**config.mk**
```make
export PLATFORM = sky130hd
export DESIGN_NAME = drop_position_calc_flat
export DESIGN_NICKNAME = d
export VERILOG_FILES = /design/src/rtl/drop_position_if.sv /design/src/rtl/drop_position_calc.sv /design/src/flat_wrapper.sv
export SDC_FILE = /design/constraint.sdc
export NUM_CORES = 1
export LEC_CHECK = 0
export ABC_AREA = 0
export CAP_MARGIN = 20
export CELL_PAD_IN_SITES_DETAIL_PLACEMENT = 2
export CELL_PAD_IN_SITES_GLOBAL_PLACEMENT = 2
export CORE_AREA = 2 2 103 55
export DETAILED_ROUTE_END_ITERATION = 8
export DIE_AREA = 0 0 105 57
export PLACE_DENSITY_LB_ADDON = 0.3
export SETUP_SLACK_MARGIN = 0.3
export SYNTH_ARGS = -nofsm -noshare
export SYNTH_HDL_FRONTEND = slang
export SYNTH_SLANG_ARGS = --single-unit
```
**constraint.sdc**
```tcl
create_clock -name clk -period 2.9 [get_ports clk]
set_input_delay 0.58 -clock clk [delete_from_list [all_inputs] [get_ports clk]]
set_output_delay 0.58 -clock clk [all_outputs]
set_load 0.005 [all_outputs]
```
**src/rtl/drop_position_if.sv**
```systemverilog
// Request/response bus of the drop-position engine.
//   master : requester/consumer side (drives req_*, selected_column, rsp_ready)
//   slave  : engine side (drives req_ready, rsp_valid, column_position, rsp_error)
interface drop_position_if #(
    parameter int unsigned COLS  = 4,
    parameter int unsigned POS_W = 5
);
    logic             req_valid;
    logic             req_undo;
    logic [COLS-1:0]  selected_column;
    logic             req_ready;
    logic             rsp_valid;
    logic             rsp_ready;
    logic [POS_W-1:0] column_position;
    logic             rsp_error;

    modport master (
        output req_valid, req_undo, selected_column, rsp_ready,
        input  req_ready, rsp_valid, column_position, rsp_error
    );

    modport slave (
        input  req_valid, req_undo, selected_column, rsp_ready,
        output req_ready, rsp_valid, column_position, rsp_error
    );
endinterface

```
**src/rtl/drop_position_calc.sv**
```systemverilog
// Connect-4 drop-position engine: one fill counter per column, turns an
// active-low one-hot column select into a linear cell index, supports undo,
// column/board-full flags and synchronous board clear.
// Ports:
//   clk, reset_n  : clock, async active-low reset
//   clear         : sync board clear (wins over any request)
//   bus           : drop_position_if slave (request/response handshake)
//   col_full      : per-column full flags (registered)
//   board_full    : all columns full (registered)
module drop_position_calc #(
    parameter int unsigned ROWS  = 4,
    parameter int unsigned COLS  = 4,
    parameter int unsigned POS_W = $clog2(ROWS*COLS+1),
    parameter int unsigned CNT_W = $clog2(ROWS+1)
) (
    input  logic            clk,
    input  logic            reset_n,
    input  logic            clear,
    drop_position_if.slave  bus,
    output logic [COLS-1:0] col_full,
    output logic            board_full
);
    localparam int unsigned IDX_W = (COLS > 1) ? $clog2(COLS) : 1;
    localparam logic [POS_W-1:0] NO_POS = '1;

    typedef enum logic {IDLE, RESP} state_t;

    state_t           state_q, state_nxt;
    logic [CNT_W-1:0] cnt_q   [COLS];
    logic [CNT_W-1:0] cnt_nxt [COLS];
    logic [POS_W-1:0] pos_q, pos_nxt;
    logic             err_q, err_nxt;
    logic             valid_q, valid_nxt;
    logic             ready_en_q;
    logic [COLS-1:0]  full_nxt;
    logic [COLS-1:0]  sel_n;
    logic             legal;
    logic [IDX_W-1:0] sel_idx;
    logic [CNT_W-1:0] n;
    logic             req_ready_c;

    // Ready only once out of reset, in IDLE and not clearing.
    assign req_ready_c         = ready_en_q && (state_q == IDLE) && !clear;
    assign bus.req_ready       = req_ready_c;
    assign bus.rsp_valid       = valid_q;
    assign bus.column_position = pos_q;
    assign bus.rsp_error       = err_q;

    // Next-state / next-output logic.
    always_comb begin
        state_nxt = state_q;
        cnt_nxt   = cnt_q;
        pos_nxt   = pos_q;
        err_nxt   = err_q;
        valid_nxt = valid_q;
        full_nxt  = '0;
        sel_n     = ~bus.selected_column;
        legal     = ($countones(sel_n) == 1);
        sel_idx   = '0;
        for (int unsigned i = 0; i < COLS; i++) begin
            if (sel_n[i]) sel_idx = IDX_W'(i);
        end
        n = cnt_q[sel_idx];

        case (state_q)
            IDLE: begin
                if (bus.req_valid && req_ready_c) begin
                    state_nxt = RESP;
                    valid_nxt = 1'b1;
                    if (legal && !bus.req_undo && (n < CNT_W'(ROWS))) begin
                        pos_nxt          = POS_W'(n) * POS_W'(COLS) + POS_W'(sel_idx);
                        cnt_nxt[sel_idx] = n + CNT_W'(1);
                        err_nxt          = 1'b0;
                    end else if (legal && bus.req_undo && (n != '0)) begin
                        pos_nxt          = POS_W'(n - CNT_W'(1)) * POS_W'(COLS) + POS_W'(sel_idx);
                        cnt_nxt[sel_idx] = n - CNT_W'(1);
                        err_nxt          = 1'b0;
                    end else begin
                        pos_nxt = NO_POS;
                        err_nxt = 1'b1;
                    end
                end
            end
            RESP: begin
                if (bus.rsp_ready) begin
                    state_nxt = IDLE;
                    valid_nxt = 1'b0;
                end
            end
            default: state_nxt = IDLE;
        endcase

        // Clear discards any pending response and empties the board.
        if (clear) begin
            state_nxt = IDLE;
            valid_nxt = 1'b0;
            for (int unsigned i = 0; i < COLS; i++) cnt_nxt[i] = '0;
        end

        for (int unsigned i = 0; i < COLS; i++) begin
            full_nxt[i] = (cnt_nxt[i] == CNT_W'(ROWS));
        end
    end

    // State and output registers.
    always_ff @(posedge clk or negedge reset_n) begin
        if (!reset_n) begin
            state_q    <= IDLE;
            pos_q      <= NO_POS;
            err_q      <= 1'b0;
            valid_q    <= 1'b0;
            ready_en_q <= 1'b0;
            col_full   <= '0;
            board_full <= 1'b0;
            for (int unsigned i = 0; i < COLS; i++) cnt_q[i] <= '0;
        end else begin
            state_q    <= state_nxt;
            pos_q      <= pos_nxt;
            err_q      <= err_nxt;
            valid_q    <= valid_nxt;
            ready_en_q <= 1'b1;
            col_full   <= full_nxt;
            board_full <= &full_nxt;
            cnt_q      <= cnt_nxt;
        end
    end
endmodule

```
**src/flat_wrapper.sv**
```systemverilog
// flat-port wrapper written by rule: the top's interface ports become plain ports
module drop_position_calc_flat 
#(
    parameter int unsigned ROWS  = 4,
    parameter int unsigned COLS  = 4,
    parameter int unsigned POS_W = $clog2(ROWS*COLS+1),
    parameter int unsigned CNT_W = $clog2(ROWS+1)
)
  (clk, reset_n, clear, col_full, board_full, bus_req_valid, bus_req_undo, bus_selected_column, bus_rsp_ready, bus_req_ready, bus_rsp_valid, bus_column_position, bus_rsp_error);
  drop_position_if #(.COLS(COLS), .POS_W(POS_W)) bus_i ();
  input  logic clk;
  input  logic reset_n;
  input  logic clear;
  output logic [COLS-1:0] col_full;
  output logic board_full;
  input wire logic [$bits(bus_i.req_valid)-1:0] bus_req_valid;
  input wire logic [$bits(bus_i.req_undo)-1:0] bus_req_undo;
  input wire logic [$bits(bus_i.selected_column)-1:0] bus_selected_column;
  input wire logic [$bits(bus_i.rsp_ready)-1:0] bus_rsp_ready;
  output wire logic [$bits(bus_i.req_ready)-1:0] bus_req_ready;
  output wire logic [$bits(bus_i.rsp_valid)-1:0] bus_rsp_valid;
  output wire logic [$bits(bus_i.column_position)-1:0] bus_column_position;
  output wire logic [$bits(bus_i.rsp_error)-1:0] bus_rsp_error;
  assign bus_i.req_valid = bus_req_valid;
  assign bus_i.req_undo = bus_req_undo;
  assign bus_i.selected_column = bus_selected_column;
  assign bus_i.rsp_ready = bus_rsp_ready;
  assign bus_req_ready = bus_i.req_ready;
  assign bus_rsp_valid = bus_i.rsp_valid;
  assign bus_column_position = bus_i.column_position;
  assign bus_rsp_error = bus_i.rsp_error;
  drop_position_calc #(.ROWS(ROWS), .COLS(COLS), .POS_W(POS_W), .CNT_W(CNT_W)) u_core (.clk(clk), .reset_n(reset_n), .clear(clear), .bus(bus_i), .col_full(col_full), .board_full(board_full));
endmodule
```
==> results of run 1 <==
[cells in the mapped netlist (3+ instances only)]
library cell  count  area share
ha_1              6       0.043
and3_1            3       0.011
a211oi_1          3       0.013
nor3_1            6       0.017
nand2_1          14       0.030
o21ai_0           8       0.023
nor2_1           16       0.035
a31oi_1           3       0.011
nand4_1           3       0.011
a21oi_1           5       0.014
dfrtp_1          21        0.30
clkbuf_1          3      0.0065
o221ai_1          3       0.015
inv_1            12       0.026
dfstp_2           5       0.075
[what timing repair did]
action | 4_1_cts
hold buffers | 0
setup buffers | 13
setup endpoints to repair | 23
pin swaps | 19
gates resized for setup | 55
[metrics by stage]
stage | util | instances | setup slack [ns] | TNS [ns] | hold WS (ns)
after floorplan | - | 176 | -0.01598 | -0.01598 | 0.2844
after global placement | 0.4971 | 320 | -0.8626 | -12.51 | 0.4666
after detailed placement | 0.4971 | 320 | -1.170 | -17.83 | 0.4779
after CTS | 0.5705 | 337 | -0.1993 | -0.6969 | 0.5009
[cell families after synthesis]
kind of cell | after synthesis | synth area share
and+or+nand+nor | 62 | 0.2006
buffers and inverters | 19 | 0.04457
xor gates and xnor gates | 3 | 0.01510
adders and majority gates | 7 | 0.05464
other | 1 | 0.002155
DFF | 26 | 0.3774
muxes | 6 | 0.05751
AOI/OAI and AO/OA | 52 | 0.2480
==> summary.md, run 1 <==
| Metric | Value |
|---|---|
| Port Buf Inserts | `22` |
| Syn_nets | `193` |
| Worst-case clock buffer depth | `2` |
| Stage at which the run stopped | `global routing` |
| H-Tree Depth | `1` |
| Site Rows | `19` |
| Initial antenna violation count | `1` |
| Count of cell types in the netlist | `65` |
| Number of primary I/O pins | `23` |
| Netlist Area Pre-Place | `1740 sq um` |
| Worst-path end type | `sequential cell input` |
| Die outline width | `105 um` |
| Error message | `[ERROR DPL-0033] detailed placement checks failed during check placement.` |
| Syn avg cell area | `9.889 sq um` |
| Clock net sink count | `26` |
| Cell area reported after detailed placement | `2576 sq um` |
| Vertical die dimension | `57 um` |
| DP Wirelength | `6.771 mm` |
| Outcome | `aborted with a tool error` |
| Largest net degree at the start of global routing | `27` |
| Number of flops mapped to enable cells by yosys | `0` |
| Root buffer cell | `clkbuf_8` |
| Main flop type after synthesis | `dfrtp_1` |
| Cells after Synth | `176` |
| Flops & latches, synth | `26` |
| Inserted Clock Buffers | `3` |
| Initial core utilization | `0.3358` |
| Number of synthesis warnings | `0` |
| Routability cong. | `0.9788` |
| Last worst endpoint in the global-route repair_timing | `u_core.board_full$_DFF_PN0_/D` |
| Post-synthesis async set-or-reset flop share | `1.000` |
| Sequential area share after synthesis | `0.3774` |
==> run 2, diff against run 1 <==
--- a/config.mk
+++ b/config.mk
@@ -7,13 +7,10 @@
 export LEC_CHECK = 0
 export ABC_AREA = 0
 export CAP_MARGIN = 20
-export CELL_PAD_IN_SITES_DETAIL_PLACEMENT = 2
-export CELL_PAD_IN_SITES_GLOBAL_PLACEMENT = 2
-export CORE_AREA = 2 2 103 55
+export CORE_AREA = 2 2 80 82
 export DETAILED_ROUTE_END_ITERATION = 8
-export DIE_AREA = 0 0 105 57
-export PLACE_DENSITY_LB_ADDON = 0.3
-export SETUP_SLACK_MARGIN = 0.3
+export DIE_AREA = 0 0 82 84
+export PLACE_DENSITY_LB_ADDON = 0.15
 export SYNTH_ARGS = -nofsm -noshare
 export SYNTH_HDL_FRONTEND = slang
 export SYNTH_SLANG_ARGS = --single-unit
==> summary.md, run 2 <==
| Metric | Value |
|---|---|
| Synth top area cells | `dfrtp_1 30%, dfstp_2 7.5%, ha_1 4.3%` |
| Via count of the routed design | `1749` |
| Vias in the first global route | `1797` |
| Die outline width | `82 um` |
| Number of synthesis warnings | `0` |
| Number of flops mapped to enable cells by yosys | `0` |
| Non-filler cells in the finished layout | `348` |
| Path type of the worst setup path | `input port to flip-flop` |
| Root buffer cell | `clkbuf_8` |
| Final setup violating endpoints | `3` |
| Final TNS setup | `-0.1849 ns` |
| Register name with the most flops | `u_core.cnt_q` |
| Total congestion overflow | `0` |
| Multi-input gate area in the final layout | `1226 sq um` |
| Cell Pwr Density | `362.8 nW/um^2` |
| Initial core utilization | `0.2855` |
| Number of primary I/O pins | `23` |
| Routability cong. | `0.9253` |
| Vertical die dimension | `84 um` |
| Period utilisation layout | `1.031` |
| H-Tree Depth | `1` |
| Post-Route Hold Slack | `0.4831 ns` |
| Netlist Area Pre-Place | `1740 sq um` |
| Initial DRT Pass Iterations | `4` |
| Flops & latches, synth | `26` |
| Finished Core Util | `0.4813` |
| DR DRC count | `0` |
| Inserted Clock Buffers | `3` |
| Syn_nets | `193` |
| ANT cells | `0` |
| Layout Skew | `0.006489 ns` |
| Slew at the pin closest to its max-slew limit | `0.6135 ns` |
| Sequential area share after synthesis | `0.3774` |
| Site Rows | `29` |
| Area Growth Syn to Fin | `68.58%` |
| Data arrival, critical path | `3.20 ns` |
| Violation count after the first detailed-route iteration | `149` |
| Post-synth top area cell | `dfrtp_1` |
| Worst hold-check path type | `flip-flop to flip-flop` |
| Clock net sink count | `26` |
| Port Buf Inserts | `22` |
| Post-synthesis async set-or-reset flop share | `1.000` |
| Syn avg cell area | `9.889 sq um` |
| Floorplan core area | `6096 sq um` |
| Number of max-cap violations | `0` |
| ANT nets after route | `0` |
| Routed len/inst | `16.01 um` |
| Final Hold Viols | `0` |
| Shortest period the worst path allows | `2.989 ns` |
| Count of cell types in the netlist | `65` |
| Clock insertion delay at the later pin of the skew report | `0.27 ns` |
| TritonCTS clock tree | `done` |
| Clk slew on worst S/H paths | `0.09 ns` |
| Total Die Area | `6888 sq um` |
| Initial antenna violation count | `0` |
| Flip-flop count of the largest register, all copies and words added | `12` |
| Area share of the largest cell type after synthesis | `0.3019` |
| Worst setup timing slack at the placement stage | `-0.9389 ns` |
| Highest clock frequency the design can meet | `334.6 MHz` |
| Number of fill cells in the layout | `564` |
| Overall routed net length | `5.570 mm` |
| Total global-route track usage | `0.1718` |
| Final Power | `1.065 mW` |
| Crit-path max FO | `12` |
| First-pass GRT wire length | `9.045 mm` |
| Crit path required time | `3.11 ns` |
| Violated checks | `negative setup slack` |
| Setup repair after global routing missed its margin | `true` |
| Post-Layout Inst Area | `2934 sq um` |
| Crit path capture type | `flip-flop` |
| Cell area reported after detailed placement | `2609 sq um` |
| Commonest non-fill, non-tap cell in the layout | `buf_4` |
| Cell types with the highest counts after synthesis | `21 x dfrtp_1, 16 x nor2_1, 14 x nand2_1, 12 x inv_1, 8 x o21ai_0` |
| DP Wirelength | `4.223 mm` |
| Element type at the critical path start | `input port` |
| Nets | `289` |
| Total leakage power | `1.291 nW` |
| Main flop type after synthesis | `dfrtp_1` |
| Reg area | `656.9 sq um` |
| Most frequent cell after synthesis | `dfrtp_1` |
| Max-slew violation count | `0` |
| Largest net degree at the start of global routing | `16` |
| Share of final-layout standard cells stronger than drive strength 1 | `0.5018` |
| Worst-case clock buffer depth | `2` |
| Peak VDD IR | `0.2009 mV` |
| Outcome | `complete, but fails checks` |
| Placed cell count | `328` |
| Final setup margin | `-0.08887 ns` |
| Most used cells in the layout excluding fill and tap cells | `71 x buf_4, 21 x dfrtp_1, 18 x clkdlybuf4s50_1` |
| Worst relative slew slack | `0.5897` |
| Cells after Synth | `176` |
| Vias per cell | `5.026` |
[run 2: final timing paths]
kind	startpoint	to	slack (ns)	cells after the start
max reg2reg	u_core.cnt_q[10]	u_core.board_full	0.47	7
min	u_core.bus.column_position[3]	u_core.bus.column_position[3]	0.48	2
max in group asynchronous	reset_n	u_core.cnt_q[9]	1.59	2
max	bus_selected_column[2]	u_core.board_full	-0.09	13
min reg2reg	u_core.bus.column_position[3]	u_core.bus.column_position[3]	0.48	2
min in group asynchronous	reset_n	u_core.bus.rsp_error	0.68	1
[run 2: kinds of logic (layout without fill, tap and decap cells)]
family | count (synthesis) | count (layout) | share of synthesized area
buffers and inverters | 19 | 114 | 0.04457
AND/OR/NAND/NOR | 62 | 62 | 0.2006
flip-flops | 26 | 26 | 0.3774
adder cells (fa/ha/maj) | 7 | 7 | 0.05464
AO/OA/AOI/OAI | 52 | 52 | 0.2480
multiplexers | 6 | 6 | 0.05751
other | 1 | 1 | 0.002155
XOR/XNOR | 3 | 3 | 0.01510
[run 2: what timing repair did]
| action | CTS | global route |
|---|---|---|
| hold endpoints to repair | 0 | 0 |
| setup endpoints to repair | 22 | 7 |
| setup buffers | 9 | 8 |
| hold buffers | 0 | 0 |
| gates resized for setup | 30 | 17 |
| pin swaps | 14 | 16 |
[run 2: power breakdown]
part	internal, mW	switching, mW	total, mW
clock network	0.185	0.117	0.302
registers	0.392	0.0134	0.405
logic	0.203	0.154	0.357
total	0.780	0.284	1.06
[run 2: critical path, stage by stage]
cell	delay, ns
buf_6	0.09
inv_2	0.06
ha_4	0.20
ha_4	0.15
fa_2	0.46
buf_4	0.16
nor4b_4	0.30
o21ai_2	0.14
buf_12	0.17
a21boi_4	0.18
mux2_4	0.34
nor3_4	0.17
and4b_1	0.20
[run 2: routing by layer]
| layer | vias to the layer above | wire, um | global-route usage |
|---|---|---|---|
| met5 | - | 0 | 0 |
| met4 | 0 | 19 | 0.03182 |
| met3 | 2 | 249 | 0.02273 |
| met2 | 43 | 2765 | 0.2794 |
| met1 | 858 | 2535 | 0.2432 |
| li1 | 846 | - | - |
[run 2: layout make-up]
cell class / count / area share
multi-input cells: 131 / 0.4179
repair buffers: 97 / 0.2793
flip-flops and latches: 26 / 0.2239
well taps: 77 / 0.03284
inverters: 13 / 0.02175
clock buffers: 3 / 0.01407
clock inverters: 1 / 0.01023
(Power assumes the default switching activity.)
